## src/rtl/led_scan_ctrl.sv

```systemverilog
// Multi-digit 7-segment scan controller on the CPU IO bus.
// Shows user-written hex digits or a frame-synchronised sort/cycle-count snapshot.
module led_scan_ctrl #(
  parameter int          DIGIT_NUM     = 8,
  parameter logic [27:0] SCAN_COUNT    = 28'h3000,
  parameter int          BLANK_CYCLES  = 16,
  parameter bit          ACTIVE_LOW    = 1'b1,
  parameter logic [4:0]  LED_BASE_ADDR = 5'h8,
  parameter logic [4:0]  LED_CTRL_ADDR = 5'h3
) (
  input  logic                 clk,
  input  logic                 rst,
  input  logic                 wrEnable,
  input  logic [4:0]           wrAddr,
  input  logic [15:0]          wrData,
  input  logic [31:0]          sortCount,
  input  logic [31:0]          cycleCount,
  output logic [7:0]           segOut,
  output logic [DIGIT_NUM-1:0] gateOut,
  output logic                 ledMode,
  output logic                 frameDone
);

  localparam int                IDXW      = $clog2(DIGIT_NUM);
  localparam int                HALF_W    = DIGIT_NUM * 2;
  localparam int                SHADOW_W  = DIGIT_NUM * 4;
  localparam logic [27:0]       CNT_LAST  = SCAN_COUNT - 28'd1;
  localparam logic [27:0]       BLANK_CNT = 28'(BLANK_CYCLES);
  localparam logic [IDXW-1:0]   IDX_LAST  = IDXW'(DIGIT_NUM - 1);
  localparam logic [5:0]        NUM6      = 6'(DIGIT_NUM);

  logic [27:0]          r_cnt;
  logic [IDXW-1:0]      r_idx;
  logic [3:0]           r_user_digit [DIGIT_NUM];
  logic [DIGIT_NUM-1:0] r_dp;
  logic                 r_mode_req;
  logic                 r_mode;
  logic [SHADOW_W-1:0]  r_shadow;
  logic                 r_frame_done;
  logic [7:0]           r_seg;
  logic [DIGIT_NUM-1:0] r_gate;

  logic                 w_cnt_wrap;
  logic                 w_boundary;
  logic [5:0]           w_off;
  logic                 w_digit_wr;
  logic                 w_ctrl_wr;
  logic                 w_mode_req_nxt;
  logic [3:0]           w_nibble;
  logic                 w_dp;
  logic [6:0]           w_seg_raw;
  logic [DIGIT_NUM-1:0] w_onehot;
  logic [DIGIT_NUM-1:0] w_gate_nxt;
  logic [7:0]           w_seg_nxt;

  assign w_cnt_wrap = (r_cnt == CNT_LAST);
  assign w_boundary = w_cnt_wrap && (r_idx == IDX_LAST);

  // Six-bit offset keeps addresses below the base from aliasing onto digits.
  assign w_off      = {1'b0, wrAddr} - {1'b0, LED_BASE_ADDR};
  assign w_digit_wr = wrEnable && (wrAddr >= LED_BASE_ADDR) && (w_off < NUM6);
  assign w_ctrl_wr  = wrEnable && (wrAddr == LED_CTRL_ADDR);

  // A mode write on the boundary edge is applied on that same edge.
  assign w_mode_req_nxt = w_ctrl_wr ? wrData[0] : r_mode_req;

  always_comb begin
    w_nibble = r_shadow[{r_idx, 2'b00} +: 4];
    w_dp     = 1'b0;
    if (r_mode) begin
      w_nibble = r_user_digit[r_idx];
      w_dp     = r_dp[r_idx];
    end
  end

  always_comb begin
    w_seg_raw = 7'h00;
    case (w_nibble)
      4'h0: w_seg_raw = 7'h3F;
      4'h1: w_seg_raw = 7'h06;
      4'h2: w_seg_raw = 7'h5B;
      4'h3: w_seg_raw = 7'h4F;
      4'h4: w_seg_raw = 7'h66;
      4'h5: w_seg_raw = 7'h6D;
      4'h6: w_seg_raw = 7'h7D;
      4'h7: w_seg_raw = 7'h07;
      4'h8: w_seg_raw = 7'h7F;
      4'h9: w_seg_raw = 7'h6F;
      4'hA: w_seg_raw = 7'h77;
      4'hB: w_seg_raw = 7'h7C;
      4'hC: w_seg_raw = 7'h39;
      4'hD: w_seg_raw = 7'h5E;
      4'hE: w_seg_raw = 7'h79;
      4'hF: w_seg_raw = 7'h71;
      default: w_seg_raw = 7'h00;
    endcase
  end

  assign w_onehot   = {{(DIGIT_NUM-1){1'b0}}, 1'b1} << r_idx;
  assign w_gate_nxt = (r_cnt < BLANK_CNT) ? '0 : w_onehot;
  assign w_seg_nxt  = {w_dp, w_seg_raw};

  always_ff @(posedge clk) begin
    if (rst) begin
      r_cnt        <= '0;
      r_idx        <= '0;
      r_dp         <= '0;
      r_mode_req   <= 1'b0;
      r_mode       <= 1'b0;
      r_shadow     <= '0;
      r_frame_done <= 1'b0;
      r_seg        <= ACTIVE_LOW ? 8'hFF : 8'h00;
      r_gate       <= ACTIVE_LOW ? '1 : '0;
      for (int i = 0; i < DIGIT_NUM; i++) r_user_digit[i] <= 4'h0;
    end else begin
      r_cnt <= w_cnt_wrap ? 28'd0 : r_cnt + 28'd1;
      if (w_cnt_wrap) r_idx <= (r_idx == IDX_LAST) ? '0 : r_idx + 1'b1;

      if (w_digit_wr) begin
        r_user_digit[w_off[IDXW-1:0]] <= wrData[3:0];
        r_dp[w_off[IDXW-1:0]]         <= wrData[4];
      end
      r_mode_req <= w_mode_req_nxt;

      if (w_boundary) begin
        r_mode   <= w_mode_req_nxt;
        r_shadow <= {cycleCount[HALF_W-1:0], sortCount[HALF_W-1:0]};
      end
      r_frame_done <= w_boundary;

      r_gate <= ACTIVE_LOW ? ~w_gate_nxt : w_gate_nxt;
      r_seg  <= ACTIVE_LOW ? ~w_seg_nxt : w_seg_nxt;
    end
  end

  assign segOut    = r_seg;
  assign gateOut   = r_gate;
  assign ledMode   = r_mode;
  assign frameDone = r_frame_done;

endmodule

```

## config.mk

```make
export PLATFORM = sky130hd
export DESIGN_NAME = led_scan_ctrl
export DESIGN_NICKNAME = d
export VERILOG_FILES = /design/src/rtl/led_scan_ctrl.sv
export SDC_FILE = /design/constraint.sdc
export NUM_CORES = 1
export LEC_CHECK = 0
export BUFFER_PORTS_ARGS = -buffer_cell sky130_fd_sc_hd__buf_2
export CAP_MARGIN = 30
export CORE_ASPECT_RATIO = 2
export CORE_UTILIZATION = 45
export CTS_BUF_LIST = sky130_fd_sc_hd__clkbuf_4
export CTS_CLUSTER_SIZE = 20
export DETAILED_ROUTE_END_ITERATION = 8
export HOLD_SLACK_MARGIN = 0.12
export PLACE_DENSITY = 0.76
export SLEW_MARGIN = 10
export SYNTH_ARGS = -nofsm -noshare
export SYNTH_HDL_FRONTEND = slang
export SYNTH_SLANG_ARGS = --single-unit
```

## constraint.sdc

```tcl
create_clock -name clk -period 2.9 [get_ports clk]
set_clock_uncertainty 0.15 [all_clocks]
set_input_delay 0.58 -clock clk [delete_from_list [all_inputs] [get_ports clk]]
set_output_delay 0.58 -clock clk [all_outputs]
set_load 0.005 [all_outputs]
```

* Word level (Yosys, flattened, before mapping)
Memory sizes are Yosys's and may differ from the RTL's. A register that Yosys moved wholly into a read port is not among the register bits.
Index checks and enable logic that the tools add are counted.
** Cells by class
- $mul :: 0
- Div/mod/pow operators :: 0
- Multiplexer cells :: 20
- Add/sub/neg operators :: 3
- Order comparisons :: 6
- Eq/ne operators :: 3
- Reduce and logical (&&, ||, !) cells :: 7
- Bitwise operators :: 2
- Shifts and indexed selects :: 2
** Operator list (count)
- variable part select 32 x 6 -> 4 bit :: 1
- adder 28 x 1 -> 28 bit, second input constant :: 1
- equality test 28 x 14 -> 1 bit, second input constant :: 1
- < comparator 28 x 5 -> 1 bit, second input constant :: 1
- inverter 8 bit :: 2
- two-way mux 3 bit :: 4
- two-way mux 1 bit :: 10
- bitwise mux 8 bit :: 1
- < comparator 3 x 4 -> 1 bit, second input constant :: 2
- two-way mux 4 bit :: 2
- two-way mux 8 bit :: 1
- << shifter 1 x 3 -> 8 bit, first input constant :: 1
- < comparator 6 x 4 -> 1 bit, second input constant :: 1
- subtractor 5 x 4 -> 6 bit, second input constant :: 1
- equality test 5 x 2 -> 1 bit, second input constant :: 1
- greater-or-equal comparator 5 x 4 -> 1 bit, second input constant :: 1
- logical AND 1 bit :: 5
- OR reduction 4 bit :: 1
- adder 3 x 1 -> 3 bit, second input constant :: 1
- binary-select mux 1 bit (select 3 bit) :: 1
- demux 1 bit (select 3 bit) :: 1
- equality test 3 bit, second input constant :: 1
- greater-or-equal comparator 3 x 1 -> 1 bit, second input constant :: 1
- OR reduction 2 bit :: 1
** Word-level totals
- RAM bits :: 32
- Register bits :: 90
- Memories :: 2
- Input port bits :: 88
- Word-level logic and storage cells :: 54
- Bits in read-only memories :: 112
- Output and inout bits :: 18
- Bits in latches :: 0
** Memory list
- (name not given) :: depth 16, width 7, rd ports 1, clocked after memory_dff 0, wr ports 0, RTL line 78 : case (w_nibble)
- r_user_digit :: depth 8, width 4, rd ports 1, clocked after memory_dff 1, wr ports 8, RTL line 34 : logic [3:0] r_user_digit [DIGIT_NUM];

* Longest topological paths before layout
- Word-level depth :: 8
- Gate-level depth with buffers :: 10
- Depth with buffers taken out :: 9

* Worst setup path before layout
No wires, ideal clock.
- Path type :: reg2reg
- From :: register r_idx[0]
- To :: register r_seg[0] (netlist: segOut[0])
- Required time :: 2.621 ns
- Path buffers :: 1
- Path slack :: 0.464 ns
- Arrival time :: 2.157 ns
- Library setup time :: 0.129 ns
- Cell stages (with the launch flop) :: 11
- Cell sequence :: dfxtp_1 buf_4 mux4_2 nand2_1 nand2_1 o21ai_0 inv_1 ha_1 nand3b_1 o221ai_1 nand2_1
** On the way
- Cells in the longest elaborated chain, start to end :: 4
** Ends and longest elaborated chain
- start, declared :: RTL line 33 : logic [IDXW-1:0] r_idx;
- start signal, assigned :: RTL line 117 : if (w_cnt_wrap) r_idx <= (r_idx == IDX_LAST) ? '0 : r_idx + 1'b1;
- variable part select 32 x 6 -> 4 bit :: RTL line 68 : w_nibble = r_shadow[{r_idx, 2'b00} +: 4];
- two-way mux 4 bit :: RTL line 70 : if (r_mode) begin
- memory read (16 x 7 bit)
- inverter 8 bit :: RTL line 132 : r_seg <= ACTIVE_LOW ? ~w_seg_nxt : w_seg_nxt;
- end signal, assigned :: RTL line 112 : r_seg <= ACTIVE_LOW ? 8'hFF : 8'h00;
- end signal, assigned :: RTL line 132
- end, declared :: RTL line 40 : logic [7:0] r_seg;
Every way passes these cells.
A chain may end at the register's enable or synchronous reset.

* Final worst setup path
- From :: register r_idx[0]
- To :: register r_seg[3] (netlist: segOut[3])
Same word-level chain as after synthesis.

==> qor.csv <==
metric,value,unit
DP Area,5790,sq um
Net Sw Power,0.000825,W
via count,3947,
gr ovfl total,0,
clock tree buffer depth,2,
switching fraction of total power,24.6,%
layout cells sized above 1,22.8,%
leakage power,2.50,nW
Ports,106,
flop-to-flop setup slack,290,ps
remaining antenna violation count,0,
critical path data arrival time,2860,ps
die area,12400,sq um
Ys Warns,0,
Crit Path Category,reg2reg,
RSZ-0062 raised after global routing,no,
Critical Path Slowest Stage Cell,mux4_2,
clk root buf,clkbuf_4,
status,completed,
Die H,156,um
Worst Setup End Kind,register,
Crit Path Max Fanout,7,
cells on worst reg2reg path,9,
drc violations,0,
Placer Congestion,0.874,
period utilization,90.0,%
detailed placer's ending HPWL,8400,um
Min-Delay Path Class,in2reg,
Final Max Tran Viols,0,
Gate power share,4.6,%
syn_nets,579,
post-route cell area,6460,sq um
initial antenna violation count,1,
Max Cap Viol,0,
library cells used by synthesis,43,
worst path cell trace,"buf_4, mux4_2, mux2i_1, mux2i_1, inv_1, ha_1, nor2_1, a2111oi_1, a31oi_1",
number of synthesized flops with an enable pin,32,
CP Launch Type,register,
port bufs,62,
core footprint,11600,sq um
vias in the first global route,4073,
sequential share of the synthesized area,52.7,%
worst rel slew slack,54.8,%
Worst R2R Start,r_idx[0],
Netlist Area Pre-Place,5360,sq um
Worst-Margin Slew,672,ps
asr flop ratio synth,0,%
CTS HTree Levels,4,
largest net degree at the start of global routing,34,
TritonCTS clock tree,built,
Syn-to-layout area delta,20.6,%
CP required,3150,ps
setup violators final,0,
Setup crit end,segOut[3],
Fin Setup TNS,0,ps
fin crit period,2610,ps
Routed WL,11800,um
syn_area_per_cell,11.2,sq um
number of post-CTS setup repair buffers,0,
cell mode on critical path,mux2i_1,
worst r2r dst,segOut[3],
final hold violation count,0,
Syn Inst Count,478,
Filler cells,997,
die span in x,79.2,um
Seq cells post-synth,125,
Num CTS Buffers,17,
Worst-Skew Late Latency,540,ps
Global Route Usage Sum,20.5,%
Routed WL per cell,16.0,um
Detailed Route Iter0 Violations,144,
critical path launch point,r_idx[0],
sequential power share,54.6,%
Pre-Repair DR Iteration Count,4,
DR vias/cell,5.35,
CP max stage delay,550,ps
first-pass GRT wire length,19100,um
cell internal pwr,0.00253,W
final net count,680,
Max VDD drop,0.347,mV
CTS Sinks,125,
Max Clock Freq,383,MHz
num rows,56,
pwr dens,519,nW/um^2
clock-pin slew on the worst setup and hold paths,120,ps
Post-synth top flop,dfxtp_1,
Clock power frac,40.8,%
Starting Density,46.1,%
state kept, by name, indices dropped and copies added (netlist names), named ones only:
register,cells
frameDone,1
r_shadow,32
r_mode_req,1
r_dp,8
segOut,8
r_idx,3
r_cnt,28
r_user_digit,32
gateOut,8
ledMode,1
per-stage QoR:
step / power (W) / instances / hold WS, ps / setup WS [ps] / util, %
floorplan: 0.00193 / 478 / 262 / 464 / -
detailed placement: 0.00199 / 672 / 283 / 176 / 49.8
global placement: 0.00198 / 672 / 274 / 238 / 49.8
global route: 0.00346 / 738 / 184 / 76.3 / 55.6
finish: 0.00335 / 738 / 222 / 290 / 55.6
CTS: 0.00336 / 735 / 125 / 135 / 55.3
metal layers:
metal	global-route usage [%]	vias up	part of all wire, %
met2	37.7	116	55
met3	4.20	39	3.3
li1	-	1906	-
met5	0	-	0
met4	13.6	0	4.7
met1	20.2	1886	37
cells in the final DEF (no fill, tap or decap), types with 18 or more instances in the layout:
cell type | synthesis | final
dfxtp_1 | 93 | 90
buf_2 | 8 | 62
nor2_1 | 50 | 50
nand2_1 | 48 | 48
a22o_1 | 35 | 35
and2_1 | 33 | 33
dlygate4sd3_1 | 0 | 32
edfxtp_1 | 32 | 32
mux4_2 | 18 | 18
clkbuf_4 | 0 | 18
timing repair:
| action | 4_1_cts | 5_1_grt |
|---|---|---|
| hold buffers | 31 | 1 |
| hold endpoints to repair | 31 | 1 |
| resized for setup | 0 | 5 |
| setup endpoints to repair | 0 | 2 |
cells by family (layout without fill, tap and decap cells):
logic type	Yosys count	count (layout)	share of synthesized area, %
AO/OA/AOI/OAI	56	56	8.45
adder cells (fa/ha/maj)	13	13	3.04
other	0	1	0
multiplexers	36	36	11.0
AND/OR/NAND/NOR	181	181	16.7
buffers and inverters	39	153	3.62
XOR/XNOR	28	28	4.58
flip-flops	125	125	52.7
synthesized netlist by cell type, types with 2 or more instances:
| library cell | n | area, sq um |
|---|---|---|
| xnor2_1 | 12 | 105 |
| buf_6 | 3 | 33.8 |
| nand4_1 | 6 | 37.5 |
| nor2b_1 | 4 | 25.0 |
| inv_1 | 15 | 56.3 |
| edfxtp_1 | 32 | 961 |
| xor2_1 | 16 | 140 |
| mux2_2 | 2 | 22.5 |
| o221ai_1 | 6 | 52.6 |
| clkbuf_1 | 8 | 30.0 |
| dfxtp_1 | 93 | 1860 |
| a21oi_1 | 3 | 15.0 |
| nand2_1 | 48 | 180 |
| o21ai_0 | 6 | 30.0 |
| nor4_1 | 5 | 31.3 |
| or2_2 | 2 | 12.5 |
| and2_1 | 33 | 206 |
| a22o_1 | 35 | 307 |
| nand2b_1 | 3 | 18.8 |
| mux2i_1 | 16 | 160 |
| nand3_1 | 8 | 40.0 |
| nor2_1 | 50 | 188 |
| mux4_2 | 18 | 405 |
| and4_1 | 2 | 17.5 |
| nor3_1 | 8 | 40.0 |
| buf_2 | 8 | 40.0 |
| ha_1 | 13 | 163 |
| and3_1 | 5 | 31.3 |
| buf_4 | 4 | 30.0 |
worst min-delay path by stage:
| stage | startpoint | cells after the start | end | slack [ps] |
|---|---|---|---|---|
| after floorplan | r_cnt[0] | 1 | r_cnt[0] | 260 |
| after global placement | r_cnt[0] | 1 | r_cnt[0] | 270 |
| after detailed placement | r_cnt[0] | 1 | r_cnt[0] | 280 |
| after CTS | sortCount[7] | 2 | r_shadow[7] | 120 |
| after global routing | wrData[4] | 3 | r_dp[5] | 180 |
| final | wrData[4] | 3 | r_dp[7] | 220 |
area by class of cell:
cell class | count | area, sq um | area share (%)
Sequential cell | 125 | 2830 | 43.7
Clock inverter | 15 | 208 | 3.21
Inverter | 16 | 60.1 | 0.929
Timing Repair Buffer | 105 | 713 | 11.0
Clock buffer | 17 | 128 | 1.97
Antenna cell | 1 | 2.50 | 0.0387
Tap cell | 145 | 181 | 2.81
Multi-Input combinational cell | 314 | 2340 | 36.3
power groups by stage:
stage	clock network (W)	registers [W]	logic [W]
floorplan	0	0.00187	0.0000607
global placement	0	0.00187	0.000117
detailed placement	0	0.00187	0.000119
CTS	0.00138	0.00183	0.000152
global route	0.00146	0.00184	0.000168
finish	0.00137	0.00183	0.000154
worst max-delay path, delay by kind of cell (launching register included):
kind,cells,cell delay (ps)
AOI/OAI and AO/OA,2,410
adders and majority gates,1,170
muxes,3,990
buffers and inverters,2,360
DFF,1,350
and+or+nand+nor,1,50
(Power assumes the default switching activity.)
